<file path="config.mk">
export PLATFORM = sky130hd
export DESIGN_NAME = serv_fetch
export DESIGN_NICKNAME = d
export VERILOG_FILES = /design/src/rtl/serv_pkg.sv /design/src/rtl/serv_fetch_buf.sv /design/src/rtl/serv_fetch.sv
export SDC_FILE = /design/constraint.sdc
export NUM_CORES = 1
export LEC_CHECK = 0
export ABC_AREA = 1
export CORE_MARGIN = 2
export CORE_UTILIZATION = 25
export CTS_CLUSTER_SIZE = 16
export DETAILED_ROUTE_END_ITERATION = 16
export PLACE_DENSITY_LB_ADDON = 0.08
export SLEW_MARGIN = 20
export SYNTH_ARGS = -nofsm -noshare
export SYNTH_HDL_FRONTEND = slang
export SYNTH_SLANG_ARGS = --single-unit
</file>
<file path="constraint.sdc">
create_clock -name clk -period 3.36 [get_ports clk]
set_input_delay 0.672 -clock clk [delete_from_list [all_inputs] [get_ports clk]]
set_output_delay 0.672 -clock clk [all_outputs]
set_load 0.05 [all_outputs]
</file>
<file path="src/rtl/serv_pkg.sv">
// Shared widths, fetch FSM state encoding and small helpers for the SERV fetch path.
package serv_pkg;

    localparam int unsigned XLEN   = 32;
    localparam int unsigned WADR_W = 30;
    localparam int unsigned ST_W   = 2;

    typedef enum logic [ST_W-1:0] {
        ST_IDLE  = ST_W'(0),
        ST_FETCH = ST_W'(1),
        ST_PREF  = ST_W'(2),
        ST_DRAIN = ST_W'(3)
    } fetch_state_e;

    // Compressed or otherwise non-32-bit encodings are reported as illegal.
    function automatic logic is_illegal(input logic [XLEN-1:0] word);
        return word[1:0] != 2'b11;
    endfunction

endpackage

</file>
<file path="src/rtl/serv_fetch_buf.sv">
// One-entry prefetch buffer: holds a speculatively fetched word and its word address.
module serv_fetch_buf
    import serv_pkg::*;
(
    input  logic              clk,
    input  logic              i_rst_n,
    input  logic              i_wr,
    input  logic [WADR_W-1:0] i_wr_adr,
    input  logic [XLEN-1:0]   i_wr_dat,
    input  logic              i_clr,
    input  logic [WADR_W-1:0] i_cmp_adr,
    output logic              o_hit_c,
    output logic [XLEN-1:0]   o_dat
);

    logic              valid_q, valid_d;
    logic [WADR_W-1:0] adr_q, adr_d;
    logic [XLEN-1:0]   dat_q, dat_d;

    always_comb begin
        valid_d = valid_q;
        adr_d   = adr_q;
        dat_d   = dat_q;
        if (i_wr) begin
            valid_d = 1'b1;
            adr_d   = i_wr_adr;
            dat_d   = i_wr_dat;
        end else if (i_clr) begin
            valid_d = 1'b0;
        end
    end

    always_ff @(posedge clk or negedge i_rst_n) begin
        if (!i_rst_n) begin
            valid_q <= 1'b0;
            adr_q   <= '0;
            dat_q   <= '0;
        end else begin
            valid_q <= valid_d;
            adr_q   <= adr_d;
            dat_q   <= dat_d;
        end
    end

    assign o_hit_c = valid_q && (adr_q == i_cmp_adr);
    assign o_dat   = dat_q;

endmodule

</file>
<file path="src/rtl/serv_fetch.sv">
// Instruction fetch unit: Wishbone instruction master with optional one-word
// sequential prefetch into a single-entry buffer.
module serv_fetch
    import serv_pkg::*;
#(
    parameter bit          PREFETCH = 1'b1,
    parameter logic [31:0] RESET_PC = 32'h0000_0000
) (
    input  logic              clk,
    input  logic              i_rst_n,
    input  logic              i_fetch_req,
    input  logic [WADR_W-1:0] i_fetch_adr,
    output logic              o_busy,
    output logic [XLEN-1:0]   o_ibus_adr,
    output logic              o_ibus_cyc,
    input  logic [XLEN-1:0]   i_ibus_rdt,
    input  logic              i_ibus_ack,
    output logic [XLEN-1:0]   o_rdt,
    output logic              o_rdt_en,
    output logic              o_illegal
);

    localparam logic [WADR_W-1:0] RESET_WADR = RESET_PC[XLEN-1:2];

    fetch_state_e      state_q, state_d;
    logic              boot_q, boot_d;
    logic [WADR_W-1:0] adr_q, adr_d;
    logic [WADR_W-1:0] pend_q, pend_d;
    logic              merge_q, merge_d;
    logic              cyc_q, cyc_d;
    logic              busy_q, busy_d;
    logic [XLEN-1:0]   rdt_q, rdt_d;
    logic              rdt_en_q, rdt_en_d;
    logic              illegal_q, illegal_d;

    logic              req, ack, adr_match;
    logic              deliver, start;
    logic              buf_wr, buf_clr, buf_hit_c;
    logic [XLEN-1:0]   buf_dat, dlv_dat;
    logic [WADR_W-1:0] dlv_adr, start_adr;

    serv_fetch_buf u_buf (
        .clk       (clk),
        .i_rst_n   (i_rst_n),
        .i_wr      (buf_wr),
        .i_wr_adr  (adr_q),
        .i_wr_dat  (i_ibus_rdt),
        .i_clr     (buf_clr),
        .i_cmp_adr (i_fetch_adr),
        .o_hit_c   (buf_hit_c),
        .o_dat     (buf_dat)
    );

    always_comb begin
        state_d   = state_q;
        boot_d    = boot_q;
        adr_d     = adr_q;
        pend_d    = pend_q;
        merge_d   = merge_q;
        cyc_d     = cyc_q;
        busy_d    = busy_q;
        rdt_d     = rdt_q;
        rdt_en_d  = 1'b0;
        illegal_d = 1'b0;
        buf_wr    = 1'b0;
        buf_clr   = 1'b0;
        deliver   = 1'b0;
        dlv_dat   = i_ibus_rdt;
        dlv_adr   = adr_q;
        start     = 1'b0;
        start_adr = i_fetch_adr;

        // A request in the delivery cycle is dropped so strobes never abut.
        req       = i_fetch_req && !busy_q && !rdt_en_q;
        ack       = i_ibus_ack && cyc_q;
        adr_match = (i_fetch_adr == adr_q);

        unique case (state_q)
            ST_IDLE: begin
                if (boot_q) begin
                    boot_d    = 1'b0;
                    start     = 1'b1;
                    start_adr = adr_q;
                end else if (req && buf_hit_c) begin
                    deliver = 1'b1;
                    dlv_dat = buf_dat;
                    dlv_adr = i_fetch_adr;
                    buf_clr = 1'b1;
                end else if (req) begin
                    start = 1'b1;
                end
            end
            ST_FETCH: begin
                if (ack) deliver = 1'b1;
            end
            ST_PREF: begin
                // Same-cycle ack and request: the acked word is buffered, then looked up.
                if (merge_q) begin
                    if (ack) deliver = 1'b1;
                end else if (req && ack) begin
                    if (adr_match) begin
                        deliver = 1'b1;
                        buf_clr = 1'b1;
                    end else begin
                        buf_wr = 1'b1;
                        start  = 1'b1;
                    end
                end else if (req) begin
                    busy_d = 1'b1;
                    if (adr_match) begin
                        merge_d = 1'b1;
                    end else begin
                        pend_d  = i_fetch_adr;
                        state_d = ST_DRAIN;
                    end
                end else if (ack) begin
                    buf_wr  = 1'b1;
                    state_d = ST_IDLE;
                    cyc_d   = 1'b0;
                end
            end
            ST_DRAIN: begin
                if (ack) begin
                    start     = 1'b1;
                    start_adr = pend_q;
                end
            end
            default: state_d = ST_IDLE;
        endcase

        if (deliver) begin
            rdt_d     = dlv_dat;
            rdt_en_d  = 1'b1;
            illegal_d = is_illegal(dlv_dat);
            busy_d    = 1'b0;
            merge_d   = 1'b0;
            if (PREFETCH) begin
                state_d = ST_PREF;
                cyc_d   = 1'b1;
                adr_d   = dlv_adr + WADR_W'(1);
            end else begin
                state_d = ST_IDLE;
                cyc_d   = 1'b0;
            end
        end

        if (start) begin
            state_d = ST_FETCH;
            cyc_d   = 1'b1;
            busy_d  = 1'b1;
            merge_d = 1'b0;
            adr_d   = start_adr;
        end
    end

    always_ff @(posedge clk or negedge i_rst_n) begin
        if (!i_rst_n) begin
            state_q   <= ST_IDLE;
            boot_q    <= 1'b1;
            adr_q     <= RESET_WADR;
            pend_q    <= '0;
            merge_q   <= 1'b0;
            cyc_q     <= 1'b0;
            busy_q    <= 1'b0;
            rdt_q     <= '0;
            rdt_en_q  <= 1'b0;
            illegal_q <= 1'b0;
        end else begin
            state_q   <= state_d;
            boot_q    <= boot_d;
            adr_q     <= adr_d;
            pend_q    <= pend_d;
            merge_q   <= merge_d;
            cyc_q     <= cyc_d;
            busy_q    <= busy_d;
            rdt_q     <= rdt_d;
            rdt_en_q  <= rdt_en_d;
            illegal_q <= illegal_d;
        end
    end

    assign o_busy     = busy_q;
    assign o_ibus_adr = {adr_q, 2'b00};
    assign o_ibus_cyc = cyc_q;
    assign o_rdt      = rdt_q;
    assign o_rdt_en   = rdt_en_q;
    assign o_illegal  = illegal_q;

endmodule

</file>
==> Word level (Yosys, flattened, before mapping) <==
Index checks and enable logic that the tools add are counted.
{ "word_totals": {"latchBits": 0, "romBits": 0, "elab_cells": 110, "reg_bits": 163, "output_inout_bits": 68, "mem_bits_rw": 0, "mem_count": 0, "input_bits": 66} }
{ "op_classes": {"div": 0, "shifts": 0, "reduce_logical": 20, "n_mux": 62, "add_sub_neg": 1, "n_mul": 0, "eq_ne": 11, "order_cmp": 0, "bitwise_logic": 3} }
{ "ops": {"columns": ["op", "n"], "rows": [
  ["$mux W30", 7],
  ["$mux W32", 3],
  ["$eq A30 B30 Y1", 2],
  ["$pmux W30 S2", 1],
  ["$mux W1", 40],
  ["$add A30 B1 Y30 const B", 1],
  ["$mux W2", 8],
  ["$reduce_and A5 Y1", 3],
  ["$reduce_bool A3 Y1", 3],
  ["$logic_and A1 B1 Y1", 6],
  ["$ne A3 B1 Y1 const B", 2],
  ["$ne A3 B3 Y1 const B", 2],
  ["$pmux W1 S3", 2],
  ["$eq A2 B2 Y1 const B", 2],
  ["$ne A4 B2 Y1 const B", 1],
  ["$reduce_and A4 Y1", 1],
  ["$reduce_bool A2 Y1", 2],
  ["$reduce_bool A4 Y1", 1],
  ["$not A1 Y1", 3],
  ["$eq A2 B1 Y1 const B", 1],
  ["$logic_not A1 Y1", 2],
  ["$logic_not A2 Y1", 1],
  ["$ne A2 B2 Y1 const B", 1],
  ["$pmux W1 S2", 1],
  ["$reduce_and A2 Y1", 1]
]} }

==> Longest topological paths before layout <==
Gate-level depths: netlist of the first run.
{ "depth": {"ltp_word": 10, "depth_mapped": 22, "ltp_nobuf": 22} }

==> Modules after synthesis <==
From an unflattened synthesis of the first run, not the netlist that was laid out.
{ "hier_totals": {"cells_unflattened": 1570, "area_unflattened_um2": 10191.0} }
{ "modules_own_cells": {"columns": ["module", "instances", "area_per_inst_um2", "cells_per_inst", "seq_area_each_um2"], "rows": [
  ["serv_fetch", 1, 7250.7, 1161, 2503.7],
  ["serv_fetch_buf", 1, 2940.3, 409, 1576.5]
]} }

==> Least setup slack after synthesis of the first run <==
OpenSTA, ideal clock, no wires.
{ "synth_timing": {"kind": "input-to-reg", "from": "input i_fetch_adr[17]", "to": "register adr_q[8]", "path_stages": 20, "slack_ns": 0.703, "setup_ns": 0.124, "arrival_time_ns": 2.533, "required_time_ns": 3.236, "path_cell_list": "inv_2 nand2_1 nand2_1 nor2_1 inv_1 nor2_1 nand2_1 nor2_1 nand3_1 o21ai_1 inv_1 ha_1 nand2_1 nor2_2 nand2_2 inv_1 nand3_1 nand3_1 o211ai_1 nand2_1"} }
{ "synth_via": {"elab_chain_cells": 9, "word_cells_on_any_way": 25} }
{ "synth_rtl": {"columns": ["item", "line_no", "rtl"], "rows": [
  ["start, declared", "serv_fetch.sv:12", "input logic [WADR_W-1:0] i_fetch_adr,"],
  ["$eq A30 B30 Y1", "serv_fetch_buf.sv:45", "assign o_hit_c = valid_q && (adr_q == i_cmp_adr);"],
  ["$logic_and A1 B1 Y1", "serv_fetch_buf.sv:45", null],
  ["$logic_and A1 B1 Y1", "serv_fetch.sv:84", "end else if (req && buf_hit_c) begin"],
  ["$mux W30", "serv_fetch.sv:84", null],
  ["$mux W30", "serv_fetch.sv:80", "if (boot_q) begin"],
  ["$mux W30", "serv_fetch.sv:78", "unique case (state_q)"],
  ["$add A30 B1 Y30", "serv_fetch.sv:140", "adr_d = dlv_adr + WADR_W'(1);"],
  ["$mux W30", "serv_fetch.sv:131", "if (deliver) begin"],
  ["$mux W30", "serv_fetch.sv:147", "if (start) begin"],
  ["end signal, assigned", "serv_fetch.sv:171", "adr_q <= adr_d;"],
  ["end, declared", "serv_fetch.sv:27", "logic [WADR_W-1:0] adr_q, adr_d;"]
]} }
Several ways; a longest one is shown, not always the timed one. The select of a mux whose other input is x is not followed.
A chain may end at the register's enable or synchronous reset.

==> Worst setup path in the final report of the first run <==
{ "layout_timing": {"from": "input i_fetch_adr[16]", "to": "register adr_q[10]"} }
The elaborated chain is that of the path after synthesis.

==> impl_metrics.py, run 1 <==
metrics = {
    "status": {
        "status": "completed",
    },
    "grt": {
        "grtUsageTotal_pct": 18.5,
        "grt_pass1_wl_um": 57600,
        "antenna_found_initial": 0,
        "grt_overflow": 0,
        "first_global_vias": 9898,
        "grt_max_degree": 80,
    },
    "die": {
        "io_pins": 134,
        "row_count": 72,
        "initial_core_util_pct": 25.5,
        "die_x_um": 203,
        "die_h_um": 203,
        "core_area_sq_um": 38900,
        "dieArea_sq_um": 41300,
    },
    "setup_path": {
        "critPathBufInv": 8,
        "crit_cells": 17,
        "cp_data_required_time_ps": 3710,
        "critPathCapture": "adr_q[10]",
        "cp-startpoint": "i_fetch_adr[16]",
        "path_common_cell": "buf_4",
        "path_max_fanout": 8,
        "timing.rr.start": "u_buf.adr_q[20]",
        "regToRegEndpoint": "adr_q[18]",
        "startpoint_type": "input port",
        "end_kind": "flip-flop",
        "critical_path.cell_chain": "clkdlybuf4s50_1, inv_2, buf_4, nor2_1, nor3_1, nand4_1, nor3_2, buf_4, nand2_1, a21oi_4, clkinvlp_4, buf_4, buf_4, nand2_1, inv_1, nor2_1, a21oi_2",
        "critical_path_class": "input port to flip-flop",
        "crit_path_max_incr_delay_ps": 490,
        "cpLargestDelayFamily": "buffers and inverters",
        "rrSetupSlack_ps": 420,
        "r2r_cells": 21,
        "crit_arrival_ps": 3500,
        "critPathSlowestCell": "clkdlybuf4s50_1",
    },
    "drt": {
        "viasPerCell": 4.39,
        "dr.pass1.iters": 5,
        "detail-route-antenna-nets": 0,
        "drc": 0,
        "first_iter_violations": 536,
        "routed_wirelength_um": 36800,
        "vias": 9829,
        "wl_per_cell_um": 16.4,
    },
    "layout": {
        "area_growth_pct": 40.2,
        "final.fill_count": 4206,
        "nNetsFinal": 1776,
        "drive_gt1_share_pct": 20.8,
        "stdcell_count": 2241,
        "final_core_util_pct": 35.7,
    },
    "flow_run": {
        "maxCapViolCount": 0,
    },
    "sta": {
        "min_period_ps": 3150,
        "slew_violations": 0,
        "finalSetupViolCount": 0,
        "setup_slack_ps": 205,
        "fin_worst_skew_ps": 9.49,
        "rsz0062_at_grt": "false",
        "final_hold_viol_count": 0,
        "fmax_mhz": 317,
        "slew_headroom_pct": 62.0,
        "period_share_pct": 93.9,
        "tns_ps": 0,
        "worstMarginPinSlew_ps": 569,
        "hold_slack_ps": 120,
    },
    "clock_network": {
        "clk_latency_ps": 460,
        "cts_max_level": 4,
        "cts_root_buffer": "clkbuf_16",
        "numCtsBuffers": 17,
        "hold_buffers": 0,
        "path_clk_slew_ps": 70,
        "clk_path_buf_depth": 2,
        "cts.sink_count": 163,
        "tritoncts": "done",
    },
    "power": {
        "max-vdd-ir-drop_v": 0.000321,
        "p_clk_share_pct": 45.5,
        "pwr-share-comb_pct": 8.2,
        "p_sw_share_pct": 27.0,
        "leakage_uw": 0.00685,
        "p_int_uw": 3090,
        "p_sw_uw": 1140,
        "power_density_nw_per_um2": 304,
        "seqPwrFrac_pct": 46.3,
    },
    "placed_design": {
        "dp.cells": 2205,
        "place_ws_ps": -654,
        "portBuffers": 131,
        "dpl.hpwl_um": 28000,
        "gp_congestion": 0.913,
    },
    "synthesis": {
        "ys.flop_type": "dfrtp_1",
        "yosysSeqAreaShare_pct": 41.2,
        "async_flop_share_pct": 100,
        "synth-edff-count": 0,
        "synthCells": 1439,
        "synth_area_per_cell_sq_um": 6.89,
        "ys_seq_elements": 163,
        "syn-cell-area_sq_um": 9910,
        "yosysUniqueCellTypes": 42,
        "yosys_warnings": 0,
    },
    "worst_hold_path": {
        "hold_class": "input port to async pin",
    },
}
per-layer routing:
| layer | part of all wire, % | routed length (um) | vias up | global-route usage, % |
|---|---|---|---|---|
| li1 | - | - | 5047 | - |
| met1 | 46 | 16900 | 4566 | 24.2 |
| met2 | 47 | 17400 | 181 | 30.5 |
| met3 | 4.9 | 1810 | 35 | 4.39 |
| met4 | 1.8 | 667 | 0 | 4.85 |
| met5 | 0 | 0 | - | 0 |
cell families after synthesis:
family	after synthesis	share of synthesized area [%]
other	1	0.0378
AND/OR/NAND/NOR	839	35.0
multiplexers	34	3.84
adder cells (fa/ha/maj)	1	0.126
XOR/XNOR	14	1.24
flip-flops	163	41.2
buffers and inverters	211	8.63
AO/OA/AOI/OAI	176	9.98
worst register-to-register path, stage by stage (launching register included):
cell	delay, ps
dfrtp_1	380
inv_1	50
nand2_1	50
nand2_1	70
buf_4	140
nor2_1	150
nand2_2	120
nor2_4	160
nand2_1	100
nor2_4	200
buf_6	220
nand3_1	90
nand2_1	160
nand2_1	110
nor2_1	150
nand2_1	140
nor2_1	160
nand2_1	70
nand2_1	60
nand3_1	110
nand2_1	100
nand2_1	50
placed cells by master (no fill, tap or decap), types with 3 or more instances in the layout:
master and count:
a21oi_1 24, a21oi_2 8, a31oi_1 30, buf_12 17, buf_4 157, buf_6 3
clkbuf_16 18, clkdlybuf4s50_1 109, clkinv_2 4, dfrtp_1 162, dlymetal6s2s_1 20, inv_1 121
inv_2 30, inv_6 5, inv_8 3, mux2_2 32, nand2_1 542, nand2_2 32
nand2_4 3, nand3_1 56, nand3_2 12, nand4_1 11, nor2_1 149, nor2_2 13
nor2_4 11, nor3_1 3, o211ai_1 8, o21ai_0 95, o21ai_1 3, xnor2_1 4
xor2_1 8
stage by stage:
stage               cell area, sq um  power (uW)
detailed placement             13100        2350
global placement               13100        2350
CTS                            13700        4310
global route                   13900        4430
finish                         13900        4230
floorplan                       9920        2090
flip-flops by register name, indices dropped and copies added, names as in the netlist:
name,count
o_rdt,32
u_buf.o_dat,32
adr_q,30
pend_q,30
u_buf.adr_q,30
state_q,2
boot_q,1
merge_q,1
o_busy,1
o_ibus_cyc,1
o_illegal,1
o_rdt_en,1
u_buf.valid_q,1
area by class of cell:
type / instances / area, sq um / share of cell area [%]
multi-input combinational: 1066 / 5110 / 36.8
inverter: 153 / 578 / 4.16
clock inverter: 15 / 123 / 0.882
tap: 518 / 648 / 4.66
clock buffer: 17 / 425 / 3.06
antenna: 1 / 2.50 / 0.0180
sequential: 163 / 4080 / 29.4
timing repair buffer: 308 / 2930 / 21.1
power groups by stage:
stage,registers [uW],logic (uW),clock network (uW)
after floorplan,2000,94.7,0
after global placement,2000,354,0
after detailed placement,2000,353,0
after CTS,1960,355,2000
after global routing,1960,387,2080
final,1960,347,1920
synth_stat cells, drive strengths merged (2+ instances only):
cell    number  area [sq um]
a31oi       30           188
o211ai       8          60.1
nand2      577          2230
clkbuf      26          97.6
xor2        10          87.6
nor2       173           724
nor4         2          12.5
nand4       11          68.8
nor3         5          25.0
mux2        32           360
buf         32           184
a21oi       33           195
xnor2        4          35.0
o21a         2          15.0
mux2i        2          20.0
o31ai        2          15.0
nand3       68           385
inv        152           571
dfrtp      162          4050
o21ai       98           490
how the worst min path moves through the flow:
| stage | startpoint | to | depth (start not counted) |
|---|---|---|---|
| after floorplan | i_rst_n | adr_q[0] | 0 |
| after global placement | boot_q | boot_q | 2 |
| after detailed placement | boot_q | boot_q | 2 |
| after CTS | i_rst_n | pend_q[12] | 1 |
| after global routing | i_rst_n | adr_q[10] | 1 |
| final | i_rst_n | adr_q[10] | 1 |
what timing repair did:
item	CTS	global route
gates resized for setup	10	43
cloned	0	1
endpoints found under the setup margin	23	32
buffers inserted	2	0
pin swaps	0	2
No activity file was read; power rests on OpenSTA's default activity.
==> run 2, diff against run 1 <==
- ABC_CLOCK_PERIOD_IN_PS: not set -> 3360
==> results of run 2 <==
Final layout, timing and power as in run 1 (identical DEF).
==> run 3, diff against run 2 <==
- CTS_CLUSTER_DIAMETER: not set -> 50
==> results of run 3 <==
Final layout, timing and power as in run 1 (identical DEF).
